===== src/rtl/sdram_frame_writer.sv =====
// sdram_frame_writer: aligns an RGB565 pixel stream to frame boundaries and feeds the SDRAM write FIFO.
// Defining FRAME_WRITER_PATTERN_EN adds pattern_sel and a built-in 8-bar colour source.
module sdram_frame_writer #(
    parameter int H_ACTIVE = 800,
    parameter int V_ACTIVE = 480,
    parameter int CNT_W    = 19
) (
    input  logic        clk_lcd,
    input  logic        lcd_rst,
    input  logic        sdram_init_done,
    input  logic        wfifo_afull,
`ifdef FRAME_WRITER_PATTERN_EN
    input  logic        pattern_sel,
`endif
    input  logic        pix_valid,
    input  logic        pix_sof,
    input  logic [15:0] pix_data,
    output logic        pix_ready,
    output logic        sys_we,
    output logic [15:0] sys_data_in,
    output logic        wr_load,
    output logic        frame_done,
    output logic        frame_err,
    output logic [7:0]  frame_cnt,
    output logic [2:0]  state_dbg_o
);

    typedef enum logic [2:0] {
        S_IDLE  = 3'd0,
        S_SYNC  = 3'd1,
        S_LOAD  = 3'd2,
        S_WRITE = 3'd3,
        S_DONE  = 3'd4
    } state_t;

    localparam logic [CNT_W-1:0] TOTAL = CNT_W'(H_ACTIVE * V_ACTIVE);

    state_t           state_q;
    logic [CNT_W-1:0] cnt_q;
    logic [15:0]      hold_q;
    logic [15:0]      data_q;
    logic             we_q;
    logic             wr_load_q;
    logic             done_q;
    logic             err_q;
    logic [7:0]       fcnt_q;

    logic             rdy_int;
    logic             src_valid;
    logic             src_sof;
    logic [15:0]      src_data;
    logic             accept;
    logic             last_px;

    // Handshake: a beat transfers on a rising clk_lcd edge where pix_valid && pix_ready;
    // pix_ready depends only on state, sdram_init_done and wfifo_afull, never on pix_valid.
    always_comb begin
        rdy_int = 1'b0;
        if (sdram_init_done) begin
            case (state_q)
                S_SYNC:  rdy_int = 1'b1;
                S_WRITE: rdy_int = ~wfifo_afull;
                default: rdy_int = 1'b0;
            endcase
        end
    end

    assign accept  = src_valid & rdy_int;
    assign last_px = ((cnt_q + CNT_W'(1)) == TOTAL);

`ifdef FRAME_WRITER_PATTERN_EN
    localparam int BAR_W = H_ACTIVE / 8;

    logic             pat_q;
    logic             pat_mode;
    logic [2:0]       bar_q;
    logic [CNT_W-1:0] bar_px_q;
    logic [15:0]      bar_colour;

    always_comb begin
        bar_colour = 16'h0000;
        case (bar_q)
            3'd0: bar_colour = 16'hFFFF;
            3'd1: bar_colour = 16'hFFE0;
            3'd2: bar_colour = 16'h07FF;
            3'd3: bar_colour = 16'h07E0;
            3'd4: bar_colour = 16'hF81F;
            3'd5: bar_colour = 16'hF800;
            3'd6: bar_colour = 16'h001F;
            3'd7: bar_colour = 16'h0000;
        endcase
    end

    // The source selection is sampled live in SYNC and frozen for the rest of the frame.
    assign pat_mode  = (state_q == S_SYNC) ? pattern_sel : pat_q;
    assign src_valid = pat_mode | pix_valid;
    assign src_sof   = pat_mode ? (state_q == S_SYNC) : pix_sof;
    assign src_data  = pat_mode ? bar_colour : pix_data;
    assign pix_ready = rdy_int & ~pat_mode;

    always_ff @(posedge clk_lcd) begin
        if (lcd_rst) begin
            pat_q    <= 1'b0;
            bar_q    <= 3'd0;
            bar_px_q <= '0;
        end else begin
            if (state_q == S_SYNC) begin
                pat_q <= pattern_sel;
            end
            if (state_q == S_IDLE || state_q == S_DONE) begin
                bar_q    <= 3'd0;
                bar_px_q <= '0;
            end else if (pat_mode && accept) begin
                if (bar_px_q == CNT_W'(BAR_W - 1)) begin
                    bar_px_q <= '0;
                    bar_q    <= bar_q + 3'd1;
                end else begin
                    bar_px_q <= bar_px_q + CNT_W'(1);
                end
            end
        end
    end
`else
    assign src_valid = pix_valid;
    assign src_sof   = pix_sof;
    assign src_data  = pix_data;
    assign pix_ready = rdy_int;
`endif

    always_ff @(posedge clk_lcd) begin
        if (lcd_rst) begin
            state_q   <= S_IDLE;
            cnt_q     <= '0;
            hold_q    <= 16'h0000;
            data_q    <= 16'h0000;
            we_q      <= 1'b0;
            wr_load_q <= 1'b0;
            done_q    <= 1'b0;
            err_q     <= 1'b0;
            fcnt_q    <= 8'd0;
        end else begin
            we_q      <= 1'b0;
            wr_load_q <= 1'b0;
            done_q    <= 1'b0;
            err_q     <= 1'b0;
            if (!sdram_init_done) begin
                // Losing the controller abandons the frame; an already-registered write still drains.
                state_q <= S_IDLE;
                cnt_q   <= '0;
            end else begin
                case (state_q)
                    S_IDLE: begin
                        state_q <= S_SYNC;
                    end
                    S_SYNC: begin
                        if (accept && src_sof) begin
                            hold_q    <= src_data;
                            wr_load_q <= 1'b1;
                            state_q   <= S_LOAD;
                        end
                    end
                    S_LOAD: begin
                        we_q    <= 1'b1;
                        data_q  <= hold_q;
                        cnt_q   <= CNT_W'(1);
                        state_q <= S_WRITE;
                    end
                    S_WRITE: begin
                        if (accept) begin
                            if (last_px) begin
                                we_q    <= 1'b1;
                                data_q  <= src_data;
                                cnt_q   <= cnt_q + CNT_W'(1);
                                done_q  <= 1'b1;
                                fcnt_q  <= fcnt_q + 8'd1;
                                state_q <= S_DONE;
                            end else if (src_sof) begin
                                // Short frame: the sof beat becomes pixel 0 of the next frame.
                                err_q     <= 1'b1;
                                hold_q    <= src_data;
                                wr_load_q <= 1'b1;
                                state_q   <= S_LOAD;
                            end else begin
                                we_q   <= 1'b1;
                                data_q <= src_data;
                                cnt_q  <= cnt_q + CNT_W'(1);
                            end
                        end
                    end
                    S_DONE: begin
                        cnt_q   <= '0;
                        state_q <= S_SYNC;
                    end
                    default: begin
                        state_q <= S_IDLE;
                    end
                endcase
            end
        end
    end

    assign sys_we      = we_q;
    assign sys_data_in = data_q;
    assign wr_load     = wr_load_q;
    assign frame_done  = done_q;
    assign frame_err   = err_q;
    assign frame_cnt   = fcnt_q;
    assign state_dbg_o = state_q;

endmodule


===== config.mk =====
export PLATFORM = sky130hd
export DESIGN_NAME = sdram_frame_writer
export DESIGN_NICKNAME = d
export VERILOG_FILES = /design/src/rtl/sdram_frame_writer.sv
export SDC_FILE = /design/constraint.sdc
export NUM_CORES = 1
export LEC_CHECK = 0
export ABC_AREA = 1
export BUFFER_PORTS_ARGS = -buffer_cell sky130_fd_sc_hd__buf_2
export CORE_MARGIN = 2
export CORE_UTILIZATION = 58
export DETAILED_ROUTE_END_ITERATION = 8
export PLACE_DENSITY_LB_ADDON = 0.05
export SKIP_LAST_GASP = 1
export SLEW_MARGIN = 40
export SYNTH_ARGS = -nofsm -noshare
export SYNTH_HDL_FRONTEND = slang
export SYNTH_SLANG_ARGS = --single-unit
export TNS_END_PERCENT = 10

===== constraint.sdc =====
create_clock -name clk_lcd -period 2.4 [get_ports clk_lcd]
set_input_delay 0.36 -clock clk_lcd [delete_from_list [all_inputs] [get_ports clk_lcd]]
set_output_delay 0.36 -clock clk_lcd [all_outputs]
set_load 0.02 [all_outputs]

## Yosys cells after proc, flatten, opt, wreduce, memory -nomap -nowiden

Cells that the tools add are included.

| word-level totals | value |
|---|---|
| flip-flop bits (word level) | 66 |
| latch bits | 0 |
| bits in read-only memories | 0 |
| memories kept | 0 |
| logic and storage cells | 71 |
| output and inout port bits | 32 |
| RAM bits | 0 |

| cells by class | value |
|---|---|
| bitwise logic cells | 5 |
| div/mod/pow operators | 0 |
| $lt $le $gt $ge | 0 |
| equal/unequal tests | 11 |
| shift operators | 0 |
| reductions and logical operators | 14 |
| multiply operators | 0 |
| mux-type cells | 30 |
| add/sub/neg operators | 2 |

Operator list:

| operator | number |
|---|---|
| 16-bit 2-to-1 mux | 7 |
| 16-bit case mux with 2 select lines | 2 |
| 19-bit 2-to-1 mux | 3 |
| 19-bit case mux with 3 select lines | 1 |
| 19-bit by 1-bit adder with 19-bit output (second input constant) | 1 |
| 19-bit equality test (second input constant) | 1 |
| 3-bit 2-to-1 mux | 4 |
| 3-bit case mux with 4 select lines | 1 |
| 1-bit 2-to-1 mux | 9 |
| 8-bit by 1-bit adder with 8-bit output (second input constant) | 1 |
| 2-bit inequality test (second input constant) | 4 |
| 4-bit AND reduction | 2 |
| 3-bit by 2-bit equality test with 1-bit output (second input constant) | 2 |
| 3-bit inequality test (second input constant) | 2 |
| 1-bit case mux with 2 select lines | 3 |
| 3-bit AND reduction | 2 |
| 6-bit AND reduction | 1 |
| 1-bit NOT | 4 |
| 2-bit nonzero test | 2 |
| 2-bit OR reduction | 2 |
| 4-bit OR reduction | 1 |
| 3-bit by 1-bit equality test with 1-bit output (second input constant) | 1 |
| 3-bit equality test (second input constant) | 1 |
| 3-bit zero test | 1 |
| other kinds (4) | 4 |

## Longest topological paths before layout

Gate-level depths: netlist of run 1.

| logic depth | value |
|---|---|
| depth in word-level cells | 7 |
| depth in mapped cells | 17 |
| depth with buffers taken out | 16 |

## Worst setup path before layout of run 1

OpenSTA, ideal clock, no wires.

| timing path | value |
|---|---|
| path kind | register to register |
| start point | register state_q[0] (netlist: state_dbg_o[0]) |
| end point | register cnt_q[5] |
| library setup time | 0.115 ns |
| path buffers | 1 |
| cell stages (with the launch flop) | 9 |
| arrival time | 2.147 ns |
| setup slack | 0.138 ns |
| cell sequence | dfxtp_1 -> nand2_1 -> a211oi_2 -> nand2_1 -> a22oi_1 -> clkbuf_1 -> nand3_1 -> nand2_1 -> nor2_1 |

| on the way | value |
|---|---|
| word-level cells in the longest chain between the ends | 6 |

RTL lines:

| item | line | source |
|---|---|---|
| from (decl) | 38 | `state_t state_q;` |
| from (signal assigned) | 132 | `state_q <= S_IDLE;` |
| from (signal assigned) | 148 | `state_q <= S_IDLE;` |
| from (signal assigned) | 153 | `state_q <= S_SYNC;` |
| 3-bit by 2-bit equality test with 1-bit output or 3-bit by 1-bit equality test with 1-bit output (tied branches) | 60 | `case (state_q)` |
| 1-bit case mux with 2 select lines * | 60 |  |
| 1-bit 2-to-1 mux * | 59 | `if (sdram_init_done) begin` |
| named net pix_ready | 18 | `output logic pix_ready,` |
| 1-bit bitwise AND * | 68 | `assign accept = src_valid & rdy_int;` |
| 2-bit inequality test (no source line) * | - |  |
| 3-bit AND reduction (no source line) * | - |  |
| to (signal assigned) | 173 | `cnt_q <= cnt_q + CNT_W'(1);` |
| to (signal assigned) | 186 | `cnt_q <= cnt_q + CNT_W'(1);` |
| to (decl) | 39 | `logic [CNT_W-1:0] cnt_q;` |

Mark *: on every way through the listed nets, which the timed path passes. The rest lies on a longest branch.
A chain may end at the register's enable or synchronous reset.

## Worst setup path after layout of run 1

| timing path | value |
|---|---|
| start point | register cnt_q[7] |
| end point | register data_q[12] (netlist: sys_data_in[12]) |

| on the way | value |
|---|---|
| word-level cells in the longest chain between the ends | 5 |

RTL lines:

| item | line | source |
|---|---|---|
| 19-bit by 1-bit adder with 19-bit output * | 69 | `assign last_px = ((cnt_q + CNT_W'(1)) == TOTAL);` |
| 19-bit equality test * | 69 |  |
| 16-bit 2-to-1 mux | 170 | `if (last_px) begin` |
| 16-bit 2-to-1 mux | 169 | `if (accept) begin` |
| 16-bit case mux with 2 select lines | 151 | `case (state_q)` |
| to (signal assigned) | 164 | `data_q <= hold_q;` |
| to (signal assigned) | 172 | `data_q <= src_data;` |
| to (signal assigned) | 185 | `data_q <= src_data;` |
| to (decl) | 41 | `logic [15:0] data_q;` |

Every way passes the cells marked *; elsewhere a longest branch is shown, timed or not. The select of a mux whose other input is x is not followed.

==> summary.log, run 1 <==
[outcome] run status completed
[final_layout] area of all placed cells without fillers 0.00472 sq mm
[floorplan] number of top-level pins 54
[sta] worst slew slack as a fraction of its limit 70.3%
[sta] final number of hold-violating endpoints 0
[power] combinational share of power 11.5%
[global_route] met2 layer usage reported by global route 43.9%
[synth] flip-flop and latch count after synthesis 66
[power] internal power contribution 1.88 mW
[synth] netlist area before placement 0.00395 sq mm
[power] leakage power 2.18 nW
[global_route] global routing met1 resource utilization 32.6%
[power] Net Switching 0.643 mW
[synth] synthesized area per cell 6.08 sq um
[routing] First DRT Iteration DRCs 228
[cts] master cell of the clock root buffer clkbuf_8
[final_layout] Layout Area Growth over Synthesis 19.7%
[power] clock share of power 42.6%
[placement] post-detail-place hpwl 6.68 mm
[routing] DRC errors left 0
[cts] CTS tree yes
[cts] total CTS buffers 9
[global_route] global-route wire length before repair 15.7 mm
[placement] area post-placement 0.00429 sq mm
[floorplan] area of the die 0.00748 sq mm
[worst_setup_path] largest fanout of any net on the critical path 16
[routing] number of vias in the routed layout 4,182
[global_route] residual overflow from global routing 0
[cts] maximum buffer depth of the clock tree 2
[sta] actual slew at the worst max-slew pin 444 ps
[global_route] GRT met3 Usage 4.38%
[synth] Syn Nets 673
[cts] number of H-tree levels 3
[floorplan] initial standard-cell utilization of the core 59.1%
[floorplan] row count 30
[worst_setup_path] Critical Path Sink Type flop
[global_route] maximum number of pins on one net before global-route repair 38
[job] MaxCap Viol Count 0
[min_path] HP Class in -> reg
[cts] hold_buf cts 0
[routing] Post-Route WL 10.1 mm
[final_layout] # diodes 0
[global_route] all-layer global routing usage 25.9%
[sta] post-route setup TNS 0 ps
[floorplan] height of the die 86.5 microns
[floorplan] floorplan die width 86.5 microns
[sta] count of endpoints failing setup in the final report 0
[worst_setup_path] worst path arrival time 2500 ps
[global_route] most heavily used metal layer in global routing met2
[placement] number of port buffers 53
[global_route] via count of the first global-routing pass 3,744
[cts] Reg clk slew, reported paths 80 ps
[sta] Min Clock Period, post-route 2260 ps
[worst_setup_path] kind of start point of the critical path flop
[sta] final number of max-transition violations 0
[synth] YS warnings 0
[final_layout] ratio of cells with drive above 1 in the final layout 19.4%
[synth] synthesized instance count 649
[final_layout] area taken by flip-flops and latches 0.00133 sq mm
[worst_setup_path] required time at the worst-slack endpoint 2640 ps
[power] sequential share of power 45.8%
[sta] portion of the clock cycle consumed by the worst path in the final layout 94.0%
[cts] Clk Latency, worst-skew pair 340 ps
[final_layout] number of nets in the finished design 737
[sta] worst clock skew 12.9 ps
[placement] Routability Congestion 0.909
[synth] sequential area share after synthesis 33.5%
[sta] Max Clock Freq 443 MHz
[power] IR Drop Worst-Case VDD 0.350 mV
[worst_setup_path] critical path class reg -> reg
[floorplan] Core Box Area 0.00668 sq mm
[cts] clk sink count 66
[power] power density over the cells 534 mW/mm^2
[routing] first-pass detailed-route iteration total 5
[final_layout] filler instances 605
[power] switching part of the total 25.5%
[routing] detail-routed net length per standard cell 12.7 microns
[global_route] number of antenna violations at the first check in global routing 0
[synth] number of distinct library cells after synthesis 29
[routing] count of antenna-violating nets left after detailed routing 0
[routing] DR vias/cell 5.24
[final_layout] area of the multi-input gates 0.00231 sq mm
[layer usage]
metal | vias up | wire (microns)
met2 | 115 | 4890
met5 | - | 0
met4 | 0 | 191
li1 | 2164 | -
met3 | 19 | 449
met1 | 1884 | 4580
[cell usage after synthesis (all sizes together)]
library cell / instances / area share, %
nand2: 250 / 25
nor2: 113 / 12
dfxtp: 66 / 33
inv: 63 / 6.0
nand3: 44 / 6.8
a21oi: 40 / 5.1
nand4: 24 / 3.8
clkbuf: 15 / 1.4
buf: 12 / 2.7
o21ai: 10 / 1.3
nor3: 5 / 0.92
ha: 2 / 0.63
a211oi: 1 / 0.32
a22oi: 1 / 0.19
clkinv: 1 / 0.095
nand3b: 1 / 0.19
o21bai: 1 / 0.19
[placed cells by master, fill, tap and decap left out, drive strengths merged, types with 10 or more instances in the layout]
cell type	netlist	final
nand2	250	250
nor2	113	114
buf	12	76
dfxtp	66	66
inv	63	63
nand3	44	45
a21oi	40	40
nand4	24	24
clkbuf	15	14
o21ai	10	10
[through the flow]
stage | instances | hold slack [ps] | setup WS (ps) | util [%] | total power, mW
2_1_floorplan | 649 | 439 | 138 | - | 1.37
3_3_place_gp | 769 | 442 | 115 | 64.2 | 1.45
3_5_place_dp | 769 | 452 | 40.2 | 64.2 | 1.45
4_1_cts | 785 | 302 | 17.8 | 67.6 | 2.52
5_1_grt | 798 | 311 | -36.4 | 70.7 | 2.62
6_report | 798 | 304 | 144 | 70.7 | 2.52
[area by class of cell]
| type | instances | area share, % |
|---|---|---|
| Clock inverter | 4 | 1.56 |
| Clock buffer | 12 | 3.29 |
| Tap cell | 80 | 2.12 |
| Multi-Input combinational cell | 494 | 48.9 |
| Timing Repair Buffer | 78 | 10.9 |
| Sequential cell | 66 | 28.1 |
| Inverter | 64 | 5.09 |
[flip-flops by register name (all words and copies together) (netlist names)]
signal and cells:
hold_q 16, frame_err 1, sys_data_in 16, frame_done 1, wr_load 1, cnt_q 19, state_dbg_o 3, frame_cnt 8
sys_we 1
[power by group through the flow]
stage	clock, mW	sequential [mW]	combinational, mW
after global routing	1.14	1.16	0.327
after detailed placement	0	1.18	0.274
after CTS	1.09	1.15	0.275
after global placement	0	1.18	0.268
final	1.07	1.15	0.291
after floorplan	0	1.19	0.177
[timing repair]
action | 4_1_cts | 5_1_grt
setup endpoints to repair | 0 | 53
gates resized for setup | 0 | 20
buffers inserted | 0 | 9
[cell families after synthesis]
group           Yosys count  synth area share [%]
compound gates           53                  7.04
fa+ha+maj                 2                 0.634
buf+inv                  91                  10.2
flops                    66                  33.5
simple gates            437                  48.6
[critical path, cell delays in order, from the launching register on]
cell and delay [ps]:
dfxtp_1 450, nand2_1 170, nor2_1 210, nand2_1 150
nor2_4 130, nand2_1 70, nand2_2 100, nand3_4 90
nor2_4 140, nand2_4 90, nand3_4 130, nand2_4 90
clkbuf_16 180, nor2_1 100, nor2_1 50
[path summary, 6_finish.rpt]
| kind | from | to | slack (ps) | cells past startpoint |
|---|---|---|---|---|
| hold reg to reg | frame_cnt[5]$_SDFFE_PP0P_ | frame_cnt[5]$_SDFFE_PP0P_ | 460 | 2 |
| setup reg to reg | cnt_q[7]$_SDFFE_PP0P_ | sys_data_in[12]$_SDFFE_PP0P_ | 140 | 14 |
| setup / recovery | cnt_q[7]$_SDFFE_PP0P_ | sys_data_in[12]$_SDFFE_PP0P_ | 140 | 14 |
| hold / removal | pix_data[0] | hold_q[0]$_SDFFE_PP0P_ | 300 | 3 |
Note: power is estimated with default switching activity, not from simulation.
==> inputs of run 2 (changes only) <==
--- a/config.mk
+++ b/config.mk
@@ -5,11 +5,11 @@
 export SDC_FILE = /design/constraint.sdc
 export NUM_CORES = 1
 export LEC_CHECK = 0
-export ABC_AREA = 1
 export BUFFER_PORTS_ARGS = -buffer_cell sky130_fd_sc_hd__buf_2
 export CORE_MARGIN = 2
-export CORE_UTILIZATION = 58
+export CORE_UTILIZATION = 57
 export DETAILED_ROUTE_END_ITERATION = 8
+export HOLD_SLACK_MARGIN = 0.12
 export PLACE_DENSITY_LB_ADDON = 0.05
 export SKIP_LAST_GASP = 1
 export SLEW_MARGIN = 40
==> run 2 against run 1 <==
The flow now finishes with violations (negative setup slack). Cell count down 27%. Cell area fell by 4.3%. Register-to-register slack got worse by 500 ps. Total power decreased by 13%. Non-clock buffer count grew 37. Via count decreased by 18%. Critical path type unchanged. Synthesized area decreased by 12%. Global-route usage grew 2.0 points. Sequential share of layout area increased by 1.3 points. Routed wire length is 7.8% lower. Highest routed layer unchanged. Largest power group unchanged.
==> summary.log, run 2 <==
[outcome] run status complete, but fails checks [was completed]
[outcome] violations in the final reports negative setup slack
[placement] number of port buffers 53 [unchanged]
[sta] Min Clock Period, post-route 2750 ps [was 2260 ps]
[synth] flip-flop and latch count after synthesis 66 [unchanged]
[min_path] HP Class in -> reg [unchanged]
[cts] Clk Latency, worst-skew pair 350 ps [was 340 ps]
[final_layout] most frequent cells in the layout dfxtp_1 (60), buf_4 (59), nor2_1 (56) [was nand2_1 (238), nor2_1 (97), inv_1 (62), dfxtp_1 (62), buf_2 (53)]
[worst_setup_path] critical path class reg -> reg [unchanged]
[routing] First DRT Iteration DRCs 201 [was 228]
[routing] count of antenna-violating nets left after detailed routing 0 [unchanged]
[synth] Synth Flop Type dfxtp_1 [unchanged]
[cts] number of H-tree levels 3 [unchanged]
[synth] sequential area share after synthesis 38.0% [was 33.5%]
[synth] synthesized instance count 408 [was 649]
[final_layout] number of flip-flops under the largest register name 19 [unchanged]
[worst_setup_path] Critical path buffers and inverters 3 [was 1]
[min_path] worst hold start pix_data[12] [was pix_data[0]]
[routing] DRC errors left 0 [unchanged]
[power] IR Drop Worst-Case VDD 0.516 mV [was 0.350 mV]
[routing] number of vias in the routed layout 3,415 [was 4,182]
[worst_setup_path] origin of the worst setup path cnt_q[6]$_SDFFE_PP0P_ [was cnt_q[7]$_SDFFE_PP0P_]
[power] leakage power 1.86 nW [was 2.18 nW]
[cts] master cell of the clock root buffer clkbuf_8 [unchanged]
[sta] worst clock skew 10.8 ps [was 12.9 ps]
[sta] post-route setup TNS -15,050 ps [was 0 ps]
[cts] total CTS buffers 9 [unchanged]
[global_route] met2 layer usage reported by global route 40.8% [was 43.9%]
[sta] actual slew at the worst max-slew pin 750 ps [was 444 ps]
[synth] synthesized area per cell 8.53 sq um [was 6.08 sq um]
[routing] first-pass detailed-route iteration total 5 [unchanged]
[floorplan] height of the die 82.1 microns [was 86.5 microns]
[worst_setup_path] Crit-path slowest cell a21oi_2 [was dfxtp_1]
[synth] Syn Nets 432 [was 673]
[global_route] all-layer global routing usage 27.8% [was 25.9%]
[final_layout] leading cell type in the layout, fill and taps excluded dfxtp_1 [was nand2_1]
[worst_setup_path] stage delay of the slowest cell on the critical path 420 ps [was 450 ps]
[floorplan] floorplan die width 82.1 microns [was 86.5 microns]
[final_layout] ratio of cells with drive above 1 in the final layout 33.5% [was 19.4%]
[worst_setup_path] FF-to-FF Start cnt_q[6]$_SDFFE_PP0P_ [was cnt_q[7]$_SDFFE_PP0P_]
[sta] final number of hold-violating endpoints 0 [unchanged]
[global_route] global routing met1 resource utilization 41.9% [was 32.6%]
[synth] number of distinct library cells after synthesis 50 [was 29]
[sta] RSZ-0062 raised after global routing yes
[global_route] GRT met3 Usage 4.35% [was 4.38%]
[cts] CTS tree yes [unchanged]
[global_route] global-route wire length before repair 14.5 mm [was 15.7 mm]
[placement] post-detail-place hpwl 6.27 mm [was 6.68 mm]
[worst_setup_path] kind of start point of the critical path flop [unchanged]
[sta] WHS 287 ps [was 304 ps]
[floorplan] Core Box Area 0.00592 sq mm [was 0.00668 sq mm]
[synth] EDFF count, synth 0 [unchanged]
[cts] hold_buf cts 0 [unchanged]
[sta] final number of max-transition violations 0 [unchanged]
[sta] worst slew slack as a fraction of its limit 49.8% [was 70.3%]
[worst_setup_path] largest fanout of any net on the critical path 16 [unchanged]
[worst_setup_path] crit path cell chain nand3_4 > buf_12 > nor4_4 > xnor2_1 > nor4_4 > buf_4 > a21oi_2 > o21ai_2 > buf_4 > o221a_2 [was nand2_1 > nor2_1 > nand2_1 > nor2_4 > nand2_1 > nand2_2 > nand3_4 > nor2_4 > nand2_4 > nand3_4 > nand2_4 > clkbuf_16 > nor2_1 > nor2_1]
[cts] clk sink count 66 [unchanged]
[final_layout] # diodes 0 [unchanged]
[sta] portion of the clock cycle consumed by the worst path in the final layout 115% [was 94.0%]
[routing] DR vias/cell 5.84 [was 5.24]
[global_route] residual overflow from global routing 0 [unchanged]
[final_layout] Layout Area Growth over Synthesis 29.9% [was 19.7%]
[floorplan] area of the die 0.00674 sq mm [was 0.00748 sq mm]
[job] MaxCap Viol Count 0 [unchanged]
[final_layout] register with the most flip-flops cnt_q [unchanged]
[sta] Max Clock Freq 363 MHz [was 443 MHz]
[sta] worst setup slack after layout -352 ps [was 144 ps]
[synth] list of most frequent post-synthesis cells dfxtp_1 (66), nor2_1 (56), nand2b_1 (38) [was nand2_1 (241), nor2_1 (102), dfxtp_1 (66)]
[worst_setup_path] required time at the worst-slack endpoint 2640 ps [about the same]
[global_route] number of antenna violations at the first check in global routing 0 [unchanged]
[global_route] most heavily used metal layer in global routing met1 [was met2]
[cts] Reg clk slew, reported paths 80 ps [about the same]
[synth] most common cell in the synthesized netlist dfxtp_1 [was nand2_1]
[synth] leading area contributor after synthesis dfxtp_1 [unchanged]
[synth] YS warnings 0 [unchanged]
[synth] top-area cell type share of the netlist area 38.0% [was 33.5%]
[routing] Post-Route WL 9.32 mm [was 10.1 mm]
[synth] share of flip-flops with an asynchronous set or reset 0% [unchanged]
[power] power density over the cells 484 mW/mm^2 [was 534 mW/mm^2]
[power] Tot Pwr 2.19 mW [was 2.52 mW]
[synth] largest cells by area after synthesis dfxtp_1 (38%), nand2b_1 (6.8%), nor2_1 (6.0%), mux2i_1 (4.6%), a21oi_1 (3.9%) [was dfxtp_1 (33%), nand2_1 (23%), nor2_1 (9.7%), inv_1 (5.9%), a21oi_1 (5.1%)]
[sta] count of endpoints failing setup in the final report 62 [was 0]
[worst_setup_path] Top Family by Delay on Critical Path compound AO/OA/AOI/OAI gates [was simple AND/OR/NAND/NOR gates]
[worst_setup_path] Critical Path Sink Type flop [unchanged]
[placement] Routability Congestion 0.919 [was 0.909]
[worst_setup_path] worst path arrival time 2990 ps [was 2500 ps]
[floorplan] initial standard-cell utilization of the core 58.7% [was 59.1%]
[routing] detail-routed net length per standard cell 15.9 microns [was 12.7 microns]
[cts] maximum buffer depth of the clock tree 2 [unchanged]
[synth] netlist area before placement 0.00348 sq mm [was 0.00395 sq mm]
[floorplan] number of top-level pins 54 [unchanged]
[global_route] via count of the first global-routing pass 3,023 [was 3,744]
[global_route] maximum number of pins on one net before global-route repair 63 [was 38]
[floorplan] row count 28 [was 30]
[final_layout] number of nets in the finished design 529 [was 737]
==> run 2: changes by cell type after synthesis, moves of 14 or more <==
cell,change
nand2_1,-218
inv_1,-58
nor2_1,-46
nand2b_1,+38
nand3_1,-25
nand4_1,-17
mux2i_1,+16
o31ai_1,+14
==> run 2: kinds of logic (layout without fill, tap and decap cells) <==
logic type,count (synthesis),count (layout),synth area share [%]
buffers and inverters,34,135,4.06
multiplexers,23,23,6.87
XOR/XNOR,6,6,1.51
AO/OA/AOI/OAI,81,82,17.4
AND/OR/NAND/NOR,196,196,31.4
flip-flops,66,66,38.0
adder cells (fa/ha/maj),2,2,0.719
==> run 2: cell type report <==
cell class | instances | area [sq um]
Fill cell | 424 | 1400
Clock inverter | 6 | 63.8
Sequential cell | 66 | 1330
Inverter | 4 | 15.0
Timing Repair Buffer | 115 | 759
Tap cell | 75 | 93.8
Multi-Input combinational cell | 309 | 2120
Clock buffer | 10 | 138
==> run 2: per-layer routing <==
layer / vias to the layer above / part of all wire (%)
met2: 130 / 44
met3: 14 / 6.9
met5: - / 0
li1: 1681 / -
met1: 1590 / 48
met4: 0 / 1.2
==> run 2: per-stage QoR <==
step / instances / setup WS (ps) / instance area [sq um] / util, %
detailed placement: 562 / -347 / 4220 / 71.2
global route: 585 / -419 / 4520 / 76.3
finish: 585 / -352 / 4520 / 76.3
CTS: 582 / -230 / 4460 / 75.3
floorplan: 408 / -214 / 3550 / -
global placement: 562 / -281 / 4220 / 71.2
==> run 2: what timing repair did <==
action	in CTS	in global routing
buffers inserted	4	2
pin swaps	3	3
endpoints found under the setup margin	62	64
cloned	0	1
resized for setup	2	8
==> run 2: tightest hold or removal path, stage by stage <==
cell and delay, ps:
buf_2 100, nand2b_1 60, mux2i_1 60
==> run 2: worst paths after layout <==
kind / slack, ps / cells after the start / endpoint
setup reg to reg: -350 / 10 / sys_data_in[2]$_SDFFE_PP0P_
hold / removal: 290 / 3 / hold_q[12]$_SDFFE_PP0P_
hold reg to reg: 480 / 2 / hold_q[3]$_SDFFE_PP0P_
setup / recovery: -350 / 10 / sys_data_in[2]$_SDFFE_PP0P_
==> run 2: report_power, final <==
group	internal, mW	total (mW)	switching, mW
sequential	1.10	1.10	0.00345
clock	0.508	0.964	0.456
combinational	0.0481	0.119	0.0707
